--- config.mk ---
export PLATFORM = sky130hd
export DESIGN_NAME = ps2_key_encoder
export DESIGN_NICKNAME = d
export VERILOG_FILES = /design/src/rtl/ps2_pkg.sv /design/src/rtl/ps2_pin_filter.sv /design/src/rtl/ps2_key_encoder.sv
export SDC_FILE = /design/constraint.sdc
export NUM_CORES = 1
export LEC_CHECK = 0
export CAP_MARGIN = 15
export CORE_MARGIN = 2
export CORE_UTILIZATION = 55
export CTS_BUF_LIST = sky130_fd_sc_hd__clkbuf_8
export DETAILED_ROUTE_END_ITERATION = 12
export GPL_TIMING_DRIVEN = 0
export PLACE_DENSITY_LB_ADDON = 0.12
export SYNTH_ARGS = -nofsm -noshare
export SYNTH_HDL_FRONTEND = slang
export SYNTH_SLANG_ARGS = --single-unit
--- constraint.sdc ---
create_clock -name clk_sys -period 3 [get_ports clk_sys]
set_input_delay 0.3 -clock clk_sys [delete_from_list [all_inputs] [get_ports clk_sys]]
set_output_delay 0.3 -clock clk_sys [all_outputs]
set_load 0.05 [all_outputs]
--- src/rtl/ps2_pkg.sv ---
// ps2_pkg: shared constants and types for the PS/2 keyboard encoder.
//   PS2_EXT / PS2_REL / PS2_PAUSE : prefix scancodes (E0, F0, E1)
//   PS2_PAUSE_SKIP                : bytes following E1 that form the pause sequence
//   frame_state_e                 : serial frame FSM states
package ps2_pkg;

    localparam logic [7:0] PS2_EXT        = 8'hE0;
    localparam logic [7:0] PS2_REL        = 8'hF0;
    localparam logic [7:0] PS2_PAUSE      = 8'hE1;
    localparam logic [2:0] PS2_PAUSE_SKIP = 3'd7;

    typedef enum logic [1:0] {
        IDLE   = 2'd0,
        DATA   = 2'd1,
        PARITY = 2'd2,
        STOP   = 2'd3
    } frame_state_e;

endpackage

--- src/rtl/ps2_pin_filter.sv ---
// ps2_pin_filter: conditions one asynchronous PS/2 pin.
//   A 2-flop synchroniser feeds a counter filter; the filtered output only
//   changes after FILTER_LEN consecutive synchronised samples disagree with it.
//   Everything resets to 1, the idle level of the open-collector bus.
// Ports:
//   i_clk   in  system clock
//   i_rst_n in  asynchronous active-low reset
//   i_pin   in  raw pin (asynchronous)
//   o_pin   out filtered, synchronous pin level
module ps2_pin_filter #(
    parameter int FILTER_LEN = 8
) (
    input  logic i_clk,
    input  logic i_rst_n,
    input  logic i_pin,
    output logic o_pin
);
    import ps2_pkg::*;

    localparam int CW = $clog2(FILTER_LEN + 1);

    logic          r_sync0;
    logic          r_sync1;
    logic          r_filt;
    logic [CW-1:0] r_cnt;

    always_ff @(posedge i_clk or negedge i_rst_n) begin
        if (!i_rst_n) begin
            r_sync0 <= 1'b1;
            r_sync1 <= 1'b1;
            r_filt  <= 1'b1;
            r_cnt   <= '0;
        end else begin
            r_sync0 <= i_pin;
            r_sync1 <= r_sync0;
            if (r_sync1 == r_filt) begin
                // Any agreeing sample restarts the run, so short glitches vanish.
                r_cnt <= '0;
            end else if (r_cnt == CW'(FILTER_LEN - 1)) begin
                r_filt <= r_sync1;
                r_cnt  <= '0;
            end else begin
                r_cnt <= r_cnt + 1'b1;
            end
        end
    end

    assign o_pin = r_filt;

endmodule

--- src/rtl/ps2_key_encoder.sv ---
// ps2_key_encoder: turns the raw PS/2 keyboard stream into the 11-bit ps2_key
// event word {toggle, pressed, extended, scancode}.
// Ports:
//   clk_sys   in  system clock (only clock)
//   reset_n   in  asynchronous active-low reset
//   ps2_clk   in  raw PS/2 clock pin
//   ps2_data  in  raw PS/2 data pin
//   ps2_key   out event word; bit 10 flips on every event, value held between events
//   frame_err out one-cycle pulse on parity error, stop-bit error or timeout
//   busy      out high while a frame is being received
// Handshake: there is no ready/valid; an event is the cycle in which
// ps2_key[10] changes, and the consumer must observe every change.
module ps2_key_encoder #(
    parameter int FILTER_LEN     = 8,
    parameter int TIMEOUT_CYCLES = 50000
) (
    input  logic        clk_sys,
    input  logic        reset_n,
    input  logic        ps2_clk,
    input  logic        ps2_data,
    output logic [10:0] ps2_key,
    output logic        frame_err,
    output logic        busy
);
    import ps2_pkg::*;

    localparam int TW = $clog2(TIMEOUT_CYCLES + 1);

    logic          w_clk_f;
    logic          w_data_f;

    logic          r_clk_d;
    logic          r_fall;
    logic          r_fall_data;

    frame_state_e  r_state;
    frame_state_e  w_state_nxt;
    logic [2:0]    r_bit_cnt;
    logic [7:0]    r_shift;
    logic          r_parity;
    logic [TW-1:0] r_tmo_cnt;

    logic          r_ext;
    logic          r_rel;
    logic [2:0]    r_skip;
    logic [10:0]   r_key;
    logic          r_frame_err;

    logic          w_accept;
    logic          w_bad;
    logic          w_timeout;

    ps2_pin_filter #(.FILTER_LEN(FILTER_LEN)) u_clk_filt (
        .i_clk   (clk_sys),
        .i_rst_n (reset_n),
        .i_pin   (ps2_clk),
        .o_pin   (w_clk_f)
    );

    ps2_pin_filter #(.FILTER_LEN(FILTER_LEN)) u_data_filt (
        .i_clk   (clk_sys),
        .i_rst_n (reset_n),
        .i_pin   (ps2_data),
        .o_pin   (w_data_f)
    );

    // Registered falling-edge strobe; the data level is captured alongside so
    // the FSM sees the bit value that was present at the edge.
    always_ff @(posedge clk_sys or negedge reset_n) begin
        if (!reset_n) begin
            r_clk_d     <= 1'b1;
            r_fall      <= 1'b0;
            r_fall_data <= 1'b1;
        end else begin
            r_clk_d     <= w_clk_f;
            r_fall      <= r_clk_d & ~w_clk_f;
            r_fall_data <= w_data_f;
        end
    end

    always_ff @(posedge clk_sys or negedge reset_n) begin
        if (!reset_n) begin
            r_state <= IDLE;
        end else begin
            r_state <= w_state_nxt;
        end
    end

    always_comb begin
        w_state_nxt = r_state;
        w_accept    = 1'b0;
        w_bad       = 1'b0;
        w_timeout   = 1'b0;
        // A fall on the same cycle as the timeout wins, so the timeout is
        // qualified with ~r_fall.
        if (r_state != IDLE && !r_fall && r_tmo_cnt == TW'(TIMEOUT_CYCLES)) begin
            w_timeout   = 1'b1;
            w_state_nxt = IDLE;
        end else if (r_fall) begin
            case (r_state)
                IDLE: begin
                    if (!r_fall_data) begin
                        w_state_nxt = DATA;
                    end
                end
                DATA: begin
                    if (r_bit_cnt == 3'd7) begin
                        w_state_nxt = PARITY;
                    end
                end
                PARITY: begin
                    w_state_nxt = STOP;
                end
                STOP: begin
                    w_state_nxt = IDLE;
                    // Odd parity: data bits plus parity bit hold an odd count of ones.
                    if (r_fall_data && (^{r_shift, r_parity})) begin
                        w_accept = 1'b1;
                    end else begin
                        w_bad = 1'b1;
                    end
                end
                default: w_state_nxt = IDLE;
            endcase
        end
    end

    // Shifter, parity latch and timeout counter.
    always_ff @(posedge clk_sys or negedge reset_n) begin
        if (!reset_n) begin
            r_bit_cnt <= '0;
            r_shift   <= '0;
            r_parity  <= 1'b0;
            r_tmo_cnt <= '0;
        end else begin
            if (r_fall || r_state == IDLE || w_timeout) begin
                r_tmo_cnt <= '0;
            end else begin
                r_tmo_cnt <= r_tmo_cnt + 1'b1;
            end

            if (r_fall) begin
                case (r_state)
                    IDLE:   r_bit_cnt <= '0;
                    DATA: begin
                        r_shift   <= {r_fall_data, r_shift[7:1]};
                        r_bit_cnt <= r_bit_cnt + 1'b1;
                    end
                    PARITY: r_parity <= r_fall_data;
                    default: ;
                endcase
            end
        end
    end

    // Prefix tracking and event generation.
    always_ff @(posedge clk_sys or negedge reset_n) begin
        if (!reset_n) begin
            r_ext       <= 1'b0;
            r_rel       <= 1'b0;
            r_skip      <= '0;
            r_key       <= '0;
            r_frame_err <= 1'b0;
        end else begin
            r_frame_err <= w_bad | w_timeout;
            if (w_bad) begin
                r_ext  <= 1'b0;
                r_rel  <= 1'b0;
                r_skip <= '0;
            end else if (w_timeout) begin
                r_ext <= 1'b0;
                r_rel <= 1'b0;
            end else if (w_accept) begin
                if (r_skip != 3'd0) begin
                    // Inside the pause sequence: drop the byte, flags untouched.
                    r_skip <= r_skip - 3'd1;
                end else if (r_shift == PS2_EXT) begin
                    r_ext <= 1'b1;
                end else if (r_shift == PS2_REL) begin
                    r_rel <= 1'b1;
                end else if (r_shift == PS2_PAUSE) begin
                    r_skip <= PS2_PAUSE_SKIP;
                end else begin
                    r_key <= {~r_key[10], ~r_rel, r_ext, r_shift};
                    r_ext <= 1'b0;
                    r_rel <= 1'b0;
                end
            end
        end
    end

    assign ps2_key   = r_key;
    assign frame_err = r_frame_err;
    assign busy      = (r_state != IDLE);

endmodule

* Word level (Yosys, flattened, before mapping)
Cells that the tools add are included.
Word-level totals: logic and storage cells 126, memories kept 0, output and inout bits 13, flip-flop bits (word level) 64, RAM bits 0, bits in read-only memories 0, bits in latches 0
Cells by class: eq/ne operators 22, mux-type cells 40, bitwise operators 13, magnitude comparators 0, add/sub/neg operators 5, multipliers 0, shift operators 0, div/mod/pow operators 0, reductions and logical operators 25
Operators with widths (number):
- 8-bit equality test, second input constant | 3
- 1-bit two-way mux | 22
- 3-bit two-way mux | 7
- 3-bit inequality test, second input constant | 6
- 16-bit by 1-bit adder with 16-bit output, second input constant | 1
- 16-bit equality test, second input constant | 1
- 16-bit two-way mux | 1
- 4-bit two-way mux | 4
- 4-bit inequality test, second input constant | 3
- 1-bit inverter | 11
- 2-bit AND reduction | 5
- 3-bit nonzero test | 3
- 9-bit XOR reduction | 1
- 4-bit by 1-bit adder with 4-bit output, second input constant | 2
- 4-bit by 3-bit equality test with 1-bit output, second input constant | 2
- 2-bit two-way mux | 4
- 2-bit case mux with 4 select lines | 1
- 4-bit AND reduction | 2
- 2-bit nonzero test | 4
- 7-bit AND reduction | 1
- 3-bit case mux with 2 select lines | 1
- 5-bit AND reduction | 1
- 2-bit equality test, second input constant | 2
- 3-bit by 1-bit adder with 3-bit output, second input constant | 1
- 12 further kinds | 16

* Depth between registers and ports, before layout
depth in word-level cells 9, depth in mapped cells 8, gate-level depth less buffers 7

* Cells and area by module
A second synthesis with hierarchy kept.
Unflattened totals: cell total of the unflattened synthesis 245, area total of the unflattened synthesis 2982.9 sq um
Modules (own cells, without submodules):
- ps2_key_encoder | times used 1, cells each 206, area each 2422.3 sq um
- ps2_pin_filter at u_data_filt | times used 1, cells each 19, area each 289.0 sq um
- ps2_pin_filter at u_clk_filt | times used 1, cells each 20, area each 271.5 sq um

* Worst setup path after synthesis
Ideal clock, no wire load.
path type register to register, start point reg r_shift[2], end point reg r_key[1], in the netlist ps2_key[1], required time 2.875 ns, setup time 0.125 ns, arrival time 1.818 ns, clock period less this slack 1.943 ns, stages on the path, launching flop included 7, setup slack 1.057 ns, path buffers 1, cells stage by stage dfrtp_1 xor2_1 xnor3_1 mux2i_4 nand2_2 buf_6 mux2_4
Between the ends: word-level cells in the longest chain between the ends 8
RTL lines:
- from (decl) | line ps2_key_encoder.sv:39 | logic [7:0] r_shift;
- from (signal assigned) | line ps2_key_encoder.sv:146 | r_shift <= {r_fall_data, r_shift[7:1]};
- 9-bit XOR reduction | line ps2_key_encoder.sv:117 | if (r_fall_data && (^{r_shift, r_parity})) begin
- 1-bit logical AND | line ps2_key_encoder.sv:117
- 1-bit two-way mux | line ps2_key_encoder.sv:117
- 1-bit two-way mux | line ps2_key_encoder.sv:100 | case (r_state)
- 1-bit two-way mux | line ps2_key_encoder.sv:99 | end else if (r_fall) begin
- 1-bit two-way mux | line ps2_key_encoder.sv:96 | if (r_state != IDLE && !r_fall && r_tmo_cnt == TW'(TIMEOUT_CYCLES)) begin
- 1-bit inverter (no source line)
- 7-bit AND reduction (no source line) (*)
- to (signal assigned) | line ps2_key_encoder.sv:184 | r_key <= {~r_key[10], ~r_rel, r_ext, r_shift};
- to (decl) | line ps2_key_encoder.sv:46 | logic [10:0] r_key;
Mark *: on every way between the ends. The rest lies on a longest branch, timed or not. A chain may end at the register's enable or synchronous reset.

* Final worst setup path
start point reg r_state[0], end point out busy
Between the ends: word-level cells in the longest chain between the ends 1
RTL lines:
- from (decl) | line ps2_key_encoder.sv:36 | frame_state_e r_state;
- from (signal assigned) | line ps2_key_encoder.sv:85 | r_state <= w_state_nxt;
- 2-bit nonzero test | line ps2_key_encoder.sv:194 | assign busy = (r_state != IDLE);
- to (decl) | line ps2_key_encoder.sv:23 | output logic busy
Every way passes these cells.

==> metrics <==
EDFF count, synth=0; clock slew at reported path FFs=0.07 ns; Worst R2R Start=r_shift[4]; endpoints failing setup=0; CP peak stage delay=0.79 ns; clk_lat worst skew=0.34 ns; std cell rows=26; area delta synth->final=15.7%; Area after DPL=0.00326 mm²; nets=304; RSZ-0062 raised after global routing=no; TritonCTS buffer count=9; Setup WS post-layout=0.705 ns; Setup Slack @ Placement=0.852 ns; Design Area, Final=0.00346 mm²; DRT Pass-1 Iters=5; cts repair resizes=0; slowest CP cell=clkdlybuf4s50_1; crit path cell chain=inv_1 > ha_1 > inv_1 > clkdlybuf4s50_1; hold path cells=0; pwr/cell area=659 mW/mm²; Core ar.=0.00517 mm²; total grt overflow=0; Seq/Total Area, Yosys=0.538; vias in the first global route=1,897; Max Root-Sink Buffers=2; Final HPWL DP=3.36 mm; ys async rst share=1.00; DRT iter0 DRCs=80; crit path launch type=flop; final hold violations=0; Max Cap Viol=0; register bit total from synthesis=64; Vias=1,942; WL per Instance=13.4 µm; hold path start=u_data_filt.r_sync0; Reg2Reg Depth=7; initial antenna violation count=0; WHS Endpoint=u_data_filt.r_sync1; Post-route DRC=0; Die Y-Extent=77.8 µm; crit path DAT=1.99 ns; fin crit share=0.765; Ant. Diodes=0; Worst path most repeated cell=inv_1; pin count of the biggest net entering global routing=37; kind of critical path=flop to output pin; FF-to-FF End=ps2_key[7]; slew at the pin closest to its max-slew limit=0.628 ns; Hold/Removal Path Class=flop to flop; CTS tree=yes; crit path max fanout=7; FF-to-FF setup slack=0.84 ns; layout cells sized above 1=0.167; Mapped Cells=259; CTS sink count=64; Ys Warns=0; # H-tree levels=3; root buf cell=clkbuf_8; Die Span X=77.8 µm; Syn Area/Cell=11.6 µm²; Peak Freq=436 MHz; post-route core utilization=0.670; Worst Skew=0.00799 ns; drt total wl=4.87 mm; first-pass GRT wire length=8.56 mm; I/O Buffers=16; max-slew violations=0; Syn Nets=275; io pins=17; Slew HR=0.575; Initial Util=0.579; Routed Antenna Nets=0; Distinct cells, synth=42; maximum VDD drop=0.379 mV; die area=0.00605 mm²; leak pwr=1.60 nW; via/cell ratio=5.35; Worst EP required=2.70 ns; predominant post-synthesis flop cell=dfrtp_1; Post-Syn Area=0.00299 mm²; routability congestion estimate=0.870; crit path time final=2.29 ns; GRT Overall Usage=0.182; outcome=finished, final reports clean; Worst setup EP type=output pin; total power=2.28 mW
[cell families after synthesis]
| group | share of synthesized area |
|---|---|
| simple gates | 0.158 |
| flops | 0.538 |
| compound gates | 0.0552 |
| xor+xnor | 0.0794 |
| mux | 0.0961 |
| buf+inv | 0.0230 |
| fa+ha+maj | 0.0501 |
[per-layer routing]
layer | routed length, µm | global-route usage | up-vias
li1 | - | - | 956
met1 | 2290 | 0.226 | 940
met2 | 2290 | 0.297 | 32
met3 | 151 | 0.0384 | 14
met4 | 137 | 0.102 | 0
met5 | 0 | 0 | -
[critical path, delay by kind of cell, from the launching register on]
family / cells / cell delay (ns)
adders and majority gates: 1 / 0.29
buffers and inverters: 3 / 0.95
DFF: 1 / 0.42
[cells in the mapped netlist (all sizes together) (5+ instances only)]
cell   count  area (µm²)
a21oi      7        35.0
nor2      26        97.6
nand2     24        92.6
nor3      10        50.1
ha        12         150
xor2       8        70.1
o21ai      8        40.0
mux2      20         255
inv       11        41.3
dfrtp     56        1400
nand3     10        50.1
nor2b      6        37.5
xnor2     14         123
dfstp      8         210
and3       5        31.3
[registers in the layout (all words and copies together), names as in the netlist, 2 cells and up]
signal and flops:
r_tmo_cnt 16, ps2_key 11, r_shift 8, u_clk_filt.r_cnt 4, u_data_filt.r_cnt 4, r_bit_cnt 3, r_skip 3, r_state 2
[power by group]
| part | total [mW] | internal [mW] | switching [mW] |
|---|---|---|---|
| Sequential | 1.10 | 0.990 | 0.111 |
| Combinational | 0.460 | 0.183 | 0.277 |
| Clock | 0.721 | 0.401 | 0.319 |
| Total | 2.28 | 1.57 | 0.708 |
[per-stage QoR]
stage	hold WS (ns)	TNS, ns	cells
floorplan	0.00441	0	259
global placement	0.345	-22.71	345
detailed placement	0.348	0	346
CTS	0.357	0	363
global route	0.363	0	363
finish	0.359	0	363
[how the worst max path moves through the flow]
stage               startpoint            end  slack [ns]  depth (start not counted)
finish              r_state[0]           busy        0.71                          4
global placement       reset_n  r_tmo_cnt[13]       -0.41                          1
detailed placement  r_shift[4]     ps2_key[4]        0.85                          7
floorplan           r_shift[2]     ps2_key[1]        1.06                          6
CTS                 r_state[0]           busy        0.67                          4
global route        r_state[0]           busy        0.62                          4
[cell usage in the layout (no fill, tap or decap), drive strengths merged, types with 5 or more instances in the layout]
master and instances:
nor2 26, nand2 24, dfstp 8, ha 12, nand3 10, mux2 20, xnor2 14, clkbuf 13
inv 12, clkdlybuf4s50 15, o21ai 8, nor3 10, and3 5, a21oi 7, dfrtp 56, nor2b 6
xor2 8
[layout make-up]
type	instances	area, µm²
clock buffer	10	138
fill	393	1710
multi-input combinational	179	1310
timing repair buffer	18	185
inverter	11	41.3
buffer	5	27.5
clock inverter	6	60.1
tap	70	87.6
sequential	64	1610
[repair_timing]
item                                   CTS  global route
endpoints found under the hold margin   18             0
hold buffers                             1             0
buffers inserted                         0             0
(Power assumes the default switching activity.)
